`config.mk`:
```
export PLATFORM = sky130hd
export DESIGN_NAME = mux_2to1_arbiter_flat
export DESIGN_NICKNAME = d
export VERILOG_FILES = /design/src/rtl/mux_2to1_arbiter_pkg.sv /design/src/rtl/mux_2to1_arbiter_if.sv /design/src/rtl/mux_2to1_arbiter_mux.sv /design/src/rtl/mux_2to1_arbiter.sv /design/src/flat_wrapper.sv
export SDC_FILE = /design/constraint.sdc
export NUM_CORES = 1
export LEC_CHECK = 0
export CORE_UTILIZATION = 43
export DETAILED_ROUTE_END_ITERATION = 12
export GPL_ROUTABILITY_DRIVEN = 0
export PLACE_DENSITY = 0.83
export SYNTH_ARGS = -nofsm -noshare
export SYNTH_HDL_FRONTEND = slang
export SYNTH_HIERARCHICAL = 1
export SYNTH_SLANG_ARGS = --single-unit
```
`constraint.sdc`:
```
create_clock -name clk -period 1.66 [get_ports clk]
set_clock_uncertainty 0.15 [all_clocks]
set_input_delay 0.249 -clock clk [delete_from_list [all_inputs] [get_ports clk]]
set_output_delay 0.249 -clock clk [all_outputs]
set_load 0.01 [all_outputs]
```
`src/rtl/mux_2to1_arbiter_pkg.sv`:
```
// ---------------------------------------------------------------------------
// mux_arb_pkg
// Shared types and constants for the two-requester round-robin arbiter.
//   arb_state_t       : arbiter FSM states (IDLE = no grant, GRANT = owned)
//   OWNER0 / OWNER1   : owner encodings, equal to grant_o[1] of the owner
//   MAX_BURST_DEFAULT : default number of beats an owner may move per grant
// ---------------------------------------------------------------------------
package mux_arb_pkg;

    typedef enum logic {
        IDLE  = 1'b0,
        GRANT = 1'b1
    } arb_state_t;

    localparam logic OWNER0 = 1'b0;
    localparam logic OWNER1 = 1'b1;

    localparam int MAX_BURST_DEFAULT = 4;

endpackage

```
`src/rtl/mux_2to1_arbiter_if.sv`:
```
// ---------------------------------------------------------------------------
// mux_arb_if
// Bundles the two producer handshakes, the grant/select status and the
// single downstream valid/ready port of the arbiter.
//   req0_i/data0_i/ready0_o : requester 0 beat handshake
//   req1_i/data1_i/ready1_o : requester 1 beat handshake
//   grant_o, sel_o          : registered one-hot grant and derived mux select
//   out_valid_o/out_data_o/out_ready_i : downstream beat handshake
// slave  : the arbiter's view
// master : the surrounding system's view (producers + consumer)
// ---------------------------------------------------------------------------
interface mux_arb_if #(
    parameter int DATA_W = 8
);
    logic              req0_i;
    logic [DATA_W-1:0] data0_i;
    logic              ready0_o;
    logic              req1_i;
    logic [DATA_W-1:0] data1_i;
    logic              ready1_o;
    logic [1:0]        grant_o;
    logic              sel_o;
    logic              out_valid_o;
    logic [DATA_W-1:0] out_data_o;
    logic              out_ready_i;

    modport slave (
        input  req0_i, data0_i, req1_i, data1_i, out_ready_i,
        output ready0_o, ready1_o, grant_o, sel_o, out_valid_o, out_data_o
    );

    modport master (
        output req0_i, data0_i, req1_i, data1_i, out_ready_i,
        input  ready0_o, ready1_o, grant_o, sel_o, out_valid_o, out_data_o
    );
endinterface

```
`src/rtl/mux_2to1_arbiter_mux.sv`:
```
// ---------------------------------------------------------------------------
// mux_2to1
// Plain 2:1 data selector used as the shared datapath of the arbiter.
//   sel_i : 0 selects x1_i, 1 selects x2_i
//   x1_i  : input 0 data
//   x2_i  : input 1 data
//   y_o   : selected data
// ---------------------------------------------------------------------------
module mux_2to1 #(
    parameter int DATA_W = 8
) (
    input  logic              sel_i,
    input  logic [DATA_W-1:0] x1_i,
    input  logic [DATA_W-1:0] x2_i,
    output logic [DATA_W-1:0] y_o
);

    assign y_o = sel_i ? x2_i : x1_i;

endmodule

```
`src/rtl/mux_2to1_arbiter.sv`:
```
// ---------------------------------------------------------------------------
// mux_2to1_arbiter
// Round-robin arbiter that shares one 2:1 mux between two valid/ready
// requesters and registers the selected beat into a one-entry output stage.
// An owner may move up to MAX_BURST beats per grant before yielding to a
// waiting requester; with nobody waiting it simply keeps the grant.
//   clk   : clock, all state updates on the rising edge
//   reset : synchronous active-high reset
//   bus   : mux_arb_if slave port (requesters, grant/sel, output stage)
// ---------------------------------------------------------------------------
module mux_2to1_arbiter
    import mux_arb_pkg::*;
#(
    parameter int DATA_W    = 8,
    parameter int MAX_BURST = MAX_BURST_DEFAULT
) (
    input  logic      clk,
    input  logic      reset,
    mux_arb_if.slave  bus
);

    localparam int                 CNT_W     = $clog2(MAX_BURST + 1);
    localparam logic [CNT_W-1:0]   BURST_MAX = CNT_W'(MAX_BURST);

    arb_state_t        state_q, state_d;
    logic [1:0]        grant_q, grant_d;
    logic              lastOwner_q, lastOwner_d;
    logic [CNT_W-1:0]  beatCnt_q, beatCnt_d;
    logic              outValid_q, outValid_d;
    logic [DATA_W-1:0] outData_q, outData_d;

    logic              owner;
    logic              slotFree;
    logic              ready0, ready1;
    logic              transfer;
    logic              ownerReq, otherReq;
    logic [CNT_W-1:0]  cntInc;
    logic [DATA_W-1:0] muxY;

    // Handshake qualifiers are built only from registered grant and the
    // output stage, so there is no combinational path from req to ready.
    assign owner    = grant_q[1];
    assign slotFree = !outValid_q || bus.out_ready_i;
    assign ready0   = grant_q[0] && slotFree;
    assign ready1   = grant_q[1] && slotFree;
    assign transfer = (bus.req0_i && ready0) || (bus.req1_i && ready1);
    assign ownerReq = (owner == OWNER1) ? bus.req1_i : bus.req0_i;
    assign otherReq = (owner == OWNER1) ? bus.req0_i : bus.req1_i;
    assign cntInc   = beatCnt_q + 1'b1;

    mux_2to1 #(
        .DATA_W (DATA_W)
    ) u_mux (
        .sel_i (grant_q[1]),
        .x1_i  (bus.data0_i),
        .x2_i  (bus.data1_i),
        .y_o   (muxY)
    );

    // Arbiter next state. From IDLE a lone request wins outright and a tie
    // goes to whoever did not own the mux last. In GRANT the owner yields
    // when it stops requesting, or when its burst quota is used up and the
    // other side is waiting; an uncontested owner just restarts its quota.
    always_comb begin
        state_d     = state_q;
        grant_d     = grant_q;
        lastOwner_d = lastOwner_q;
        beatCnt_d   = beatCnt_q;
        case (state_q)
            IDLE: begin
                beatCnt_d = '0;
                if (bus.req0_i && bus.req1_i) begin
                    state_d = GRANT;
                    grant_d = (lastOwner_q == OWNER1) ? 2'b01 : 2'b10;
                end else if (bus.req0_i) begin
                    state_d = GRANT;
                    grant_d = 2'b01;
                end else if (bus.req1_i) begin
                    state_d = GRANT;
                    grant_d = 2'b10;
                end
            end
            GRANT: begin
                if (!ownerReq) begin
                    state_d     = IDLE;
                    grant_d     = 2'b00;
                    lastOwner_d = owner;
                    beatCnt_d   = '0;
                end else if (transfer) begin
                    if (cntInc == BURST_MAX) begin
                        beatCnt_d = '0;
                        if (otherReq) begin
                            state_d     = IDLE;
                            grant_d     = 2'b00;
                            lastOwner_d = owner;
                        end
                    end else begin
                        beatCnt_d = cntInc;
                    end
                end
            end
            default: begin
                state_d = IDLE;
                grant_d = 2'b00;
            end
        endcase
    end

    // Single-entry output stage: a new beat always wins (covers load and
    // drain in the same cycle); otherwise a consumer pop empties it.
    always_comb begin
        outValid_d = outValid_q;
        outData_d  = outData_q;
        if (transfer) begin
            outValid_d = 1'b1;
            outData_d  = muxY;
        end else if (bus.out_ready_i) begin
            outValid_d = 1'b0;
        end
    end

    // State registers. Reset drops any in-flight beat and biases the first
    // tie toward requester 0 by pretending requester 1 owned the mux last.
    always_ff @(posedge clk) begin
        if (reset) begin
            state_q     <= IDLE;
            grant_q     <= 2'b00;
            lastOwner_q <= OWNER1;
            beatCnt_q   <= '0;
            outValid_q  <= 1'b0;
            outData_q   <= '0;
        end else begin
            state_q     <= state_d;
            grant_q     <= grant_d;
            lastOwner_q <= lastOwner_d;
            beatCnt_q   <= beatCnt_d;
            outValid_q  <= outValid_d;
            outData_q   <= outData_d;
        end
    end

    assign bus.ready0_o    = ready0;
    assign bus.ready1_o    = ready1;
    assign bus.grant_o     = grant_q;
    assign bus.sel_o       = grant_q[1];
    assign bus.out_valid_o = outValid_q;
    assign bus.out_data_o  = outData_q;

endmodule

```
`src/flat_wrapper.sv`:
```
// flat-port wrapper written by rule: the top's interface ports become plain ports
module mux_2to1_arbiter_flat import mux_arb_pkg::*;
#(
    parameter int DATA_W    = 8,
    parameter int MAX_BURST = MAX_BURST_DEFAULT
)
  (clk, reset, bus_req0_i, bus_data0_i, bus_req1_i, bus_data1_i, bus_out_ready_i, bus_ready0_o, bus_ready1_o, bus_grant_o, bus_sel_o, bus_out_valid_o, bus_out_data_o);
  mux_arb_if #(.DATA_W(DATA_W)) bus_i ();
  input  logic clk;
  input  logic reset;
  input wire logic [$bits(bus_i.req0_i)-1:0] bus_req0_i;
  input wire logic [$bits(bus_i.data0_i)-1:0] bus_data0_i;
  input wire logic [$bits(bus_i.req1_i)-1:0] bus_req1_i;
  input wire logic [$bits(bus_i.data1_i)-1:0] bus_data1_i;
  input wire logic [$bits(bus_i.out_ready_i)-1:0] bus_out_ready_i;
  output wire logic [$bits(bus_i.ready0_o)-1:0] bus_ready0_o;
  output wire logic [$bits(bus_i.ready1_o)-1:0] bus_ready1_o;
  output wire logic [$bits(bus_i.grant_o)-1:0] bus_grant_o;
  output wire logic [$bits(bus_i.sel_o)-1:0] bus_sel_o;
  output wire logic [$bits(bus_i.out_valid_o)-1:0] bus_out_valid_o;
  output wire logic [$bits(bus_i.out_data_o)-1:0] bus_out_data_o;
  assign bus_i.req0_i = bus_req0_i;
  assign bus_i.data0_i = bus_data0_i;
  assign bus_i.req1_i = bus_req1_i;
  assign bus_i.data1_i = bus_data1_i;
  assign bus_i.out_ready_i = bus_out_ready_i;
  assign bus_ready0_o = bus_i.ready0_o;
  assign bus_ready1_o = bus_i.ready1_o;
  assign bus_grant_o = bus_i.grant_o;
  assign bus_sel_o = bus_i.sel_o;
  assign bus_out_valid_o = bus_i.out_valid_o;
  assign bus_out_data_o = bus_i.out_data_o;
  mux_2to1_arbiter #(.DATA_W(DATA_W), .MAX_BURST(MAX_BURST)) u_core (.clk(clk), .reset(reset), .bus(bus_i));
endmodule
```
==> impl_metrics.json <==
{
  "diodes": 0,
  "clkTransAtPathRegs_ps": 90,
  "max-vdd-ir-drop_mv": 0.4059,
  "worstSkewPairLatency_ps": 280,
  "hold_class": "flop to flop",
  "drtPass1Iterations": 4,
  "status": "finished clean",
  "cts_tree": "built",
  "worstPathArrival_ps": 1220,
  "yosys_register_bits": 16,
  "drive_above_1_share_pct": 25.16,
  "ys_seq_area_share_pct": 33.68,
  "grt_use_total_pct": 20.83,
  "cts.sinks": 16,
  "final_max_slew_viol_count": 0,
  "crit_required_ps": 1260,
  "cp_max_fo": 3,
  "grt_pass1_wl_mm": 3.788,
  "multi_input_comb_area_um2": 569.3,
  "rsz0062_at_grt": "no",
  "cts-root-buf": "clkbuf_4",
  "synth_top_cell_by_area": "dfxtp_1",
  "start_util_pct": 47.03,
  "drt_wl_total_mm": 2.182,
  "dp_hpwl_mm": 1.729,
  "syn_avg_cell_area_um2": 8.645,
  "final-hold-violation-count": 0,
  "dpl_cell_area_mm2": 0.001385,
  "antenna_found_initial": 0,
  "cts_setup_buffers": 0,
  "grt_max_degree": 14,
  "grt_overflow": 0,
  "p_per_area_mw_per_mm2": 605.3,
  "ctsLongestPathBuffers": 2,
  "synth_top_area_share_pct": 33.68,
  "leakage_nw": 0.5816,
  "critPathCaptureType": "output port",
  "synthTopCellsByArea": "dfxtp_1 (34%), mux2_4 (13%), nand2_1 (8.3%)",
  "synthToLayoutAreaGrowth_pct": 49.74,
  "coreArea_mm2": 0.002022,
  "min_period_ps": 1615,
  "portBuffers": 34,
  "htreeDepth": 1,
  "postRouteAntennaNets": 0,
  "drv_cap": 0,
  "ctsHoldBuffers": 0,
  "nFillCells": 154,
  "nNetsFinal": 180,
  "p_total_mw": 0.8618,
  "netlist_instances": 110,
  "period_share_pct": 97.29,
  "remaining_drc_errors": 0,
  "yosys_warnings": 6,
  "rrSetupSlack_ps": 150,
  "die_w_um": 49.03,
  "first_global_vias": 912,
  "syn-num-nets": 133,
  "final-setup-viol-count": 0,
  "slew_headroom_pct": 82.69,
  "regArea_um2": 326.6,
  "layout_commonest_cell": "clkdlybuf4s50_1",
  "drtIter0Drc": 13,
  "cts_buffers": 3,
  "routed_via_density": 5.104,
  "dr_total_vias": 929,
  "worstMarginPinSlew_ps": 256.4,
  "die_h_um": 49.03,
  "syn-cell-area_um2": 950.9,
  "wire_per_inst_um": 11.99,
  "fin_area_mm2": 0.001424,
  "row_count": 16,
  "dieArea_mm2": 0.002403,
  "pin_count": 35,
  "final_cell_mix": "clkdlybuf4s50_1 (31), nand2_1 (21), buf_4 (16), a21oi_1 (14), dfxtp_1 (13)",
  "path_class": "input port to output port",
  "max_freq_mhz": 619.2,
  "yosysUniqueCellTypes": 29,
  "crit_path_start_kind": "input port"
}
==> registers in the layout (all words and copies together) (netlist names) <==
signal,count
u_core/beatCnt_q,3
u_core/bus.grant_o,2
u_core/bus.out_data_o,8
u_core/bus.out_valid_o,1
u_core/lastOwner_q,1
u_core/state_q,1
==> power by group <==
part	switching, mW	internal (mW)
logic	0.0948	0.150
clock network	0.115	0.0841
registers	0.0149	0.403
==> metrics by stage <==
| step | util, % | instances | TNS [ps] | hold slack (ps) | setup slack [ps] |
|---|---|---|---|---|---|
| 2_1_floorplan | - | 110 | 0 | 177.7 | 124.6 |
| 3_3_place_gp | 68.50 | 179 | -731.9 | 291.9 | -227.3 |
| 3_5_place_dp | 68.50 | 179 | -1032 | 298.5 | -238.8 |
| 4_1_cts | 69.55 | 182 | 0 | 310.7 | 7.228 |
| 5_1_grt | 70.42 | 182 | 0 | 346.7 | 9.167 |
| 6_report | 70.42 | 182 | 0 | 307.4 | 45.05 |
==> final timing paths <==
check        depth (start not counted)                                  start                               endpoint
max                                  4                        bus_out_ready_i                           bus_ready1_o
min                                  2  u_core/bus.out_data_o[4]$_SDFFE_PP0P_  u_core/bus.out_data_o[4]$_SDFFE_PP0P_
max reg2reg                          6       u_core/beatCnt_q[0]$_SDFFE_PP0P_     u_core/bus.grant_o[0]$_SDFFE_PP0P_
min reg2reg                          2  u_core/bus.out_data_o[4]$_SDFFE_PP0P_  u_core/bus.out_data_o[4]$_SDFFE_PP0P_
==> worst max-delay path: stages <==
cell and delay, ps:
clkdlybuf4s50_1 400, nand2b_4 150, and2_1 150, dlygate4sd2_1 270
==> synth_stat cells, drive strengths merged <==
cell,count
o311ai,1
dfxtp,16
and2,4
xnor2,1
nand2,22
xor2,1
ha,2
a22o,1
mux2i,1
nor2b,1
nand3,4
inv,3
a21oi,14
nand4,4
nand2b,2
o221ai,1
mux2,8
clkbuf,2
a41oi,1
buf,6
a221oi,2
o21ai,5
nor2,8
==> cells by family after synthesis <==
logic type,after synthesis,synth area share [%]
flip-flops,16,33.68
AND/OR/NAND/NOR,45,22.76
buffers and inverters,11,7.499
XOR/XNOR,2,1.842
multiplexers,9,13.68
adder cells (fa/ha/maj),2,2.631
AO/OA/AOI/OAI,25,17.90
==> cell type report <==
class / count / area share (%)
inverters: 3 / 0.7909
repair buffers: 50 / 32.34
flip-flops and latches: 16 / 22.93
multi-input cells: 83 / 39.98
well taps: 27 / 2.373
clock buffers: 3 / 1.582
==> repair_timing <==
action / in CTS / in global routing
pin swaps: 0 / 1
setup endpoints to repair: 4 / 9
gates resized for setup: 3 / 6
==> per-layer routing <==
| layer | wire length (um) | track usage, % |
|---|---|---|
| met1 | 901 | 21.61 |
| met4 | 42 | 10.29 |
| met5 | 0 | 0 |
| met2 | 1118 | 38.89 |
| met3 | 120 | 4.673 |
Note: power is estimated with default switching activity, not from simulation.
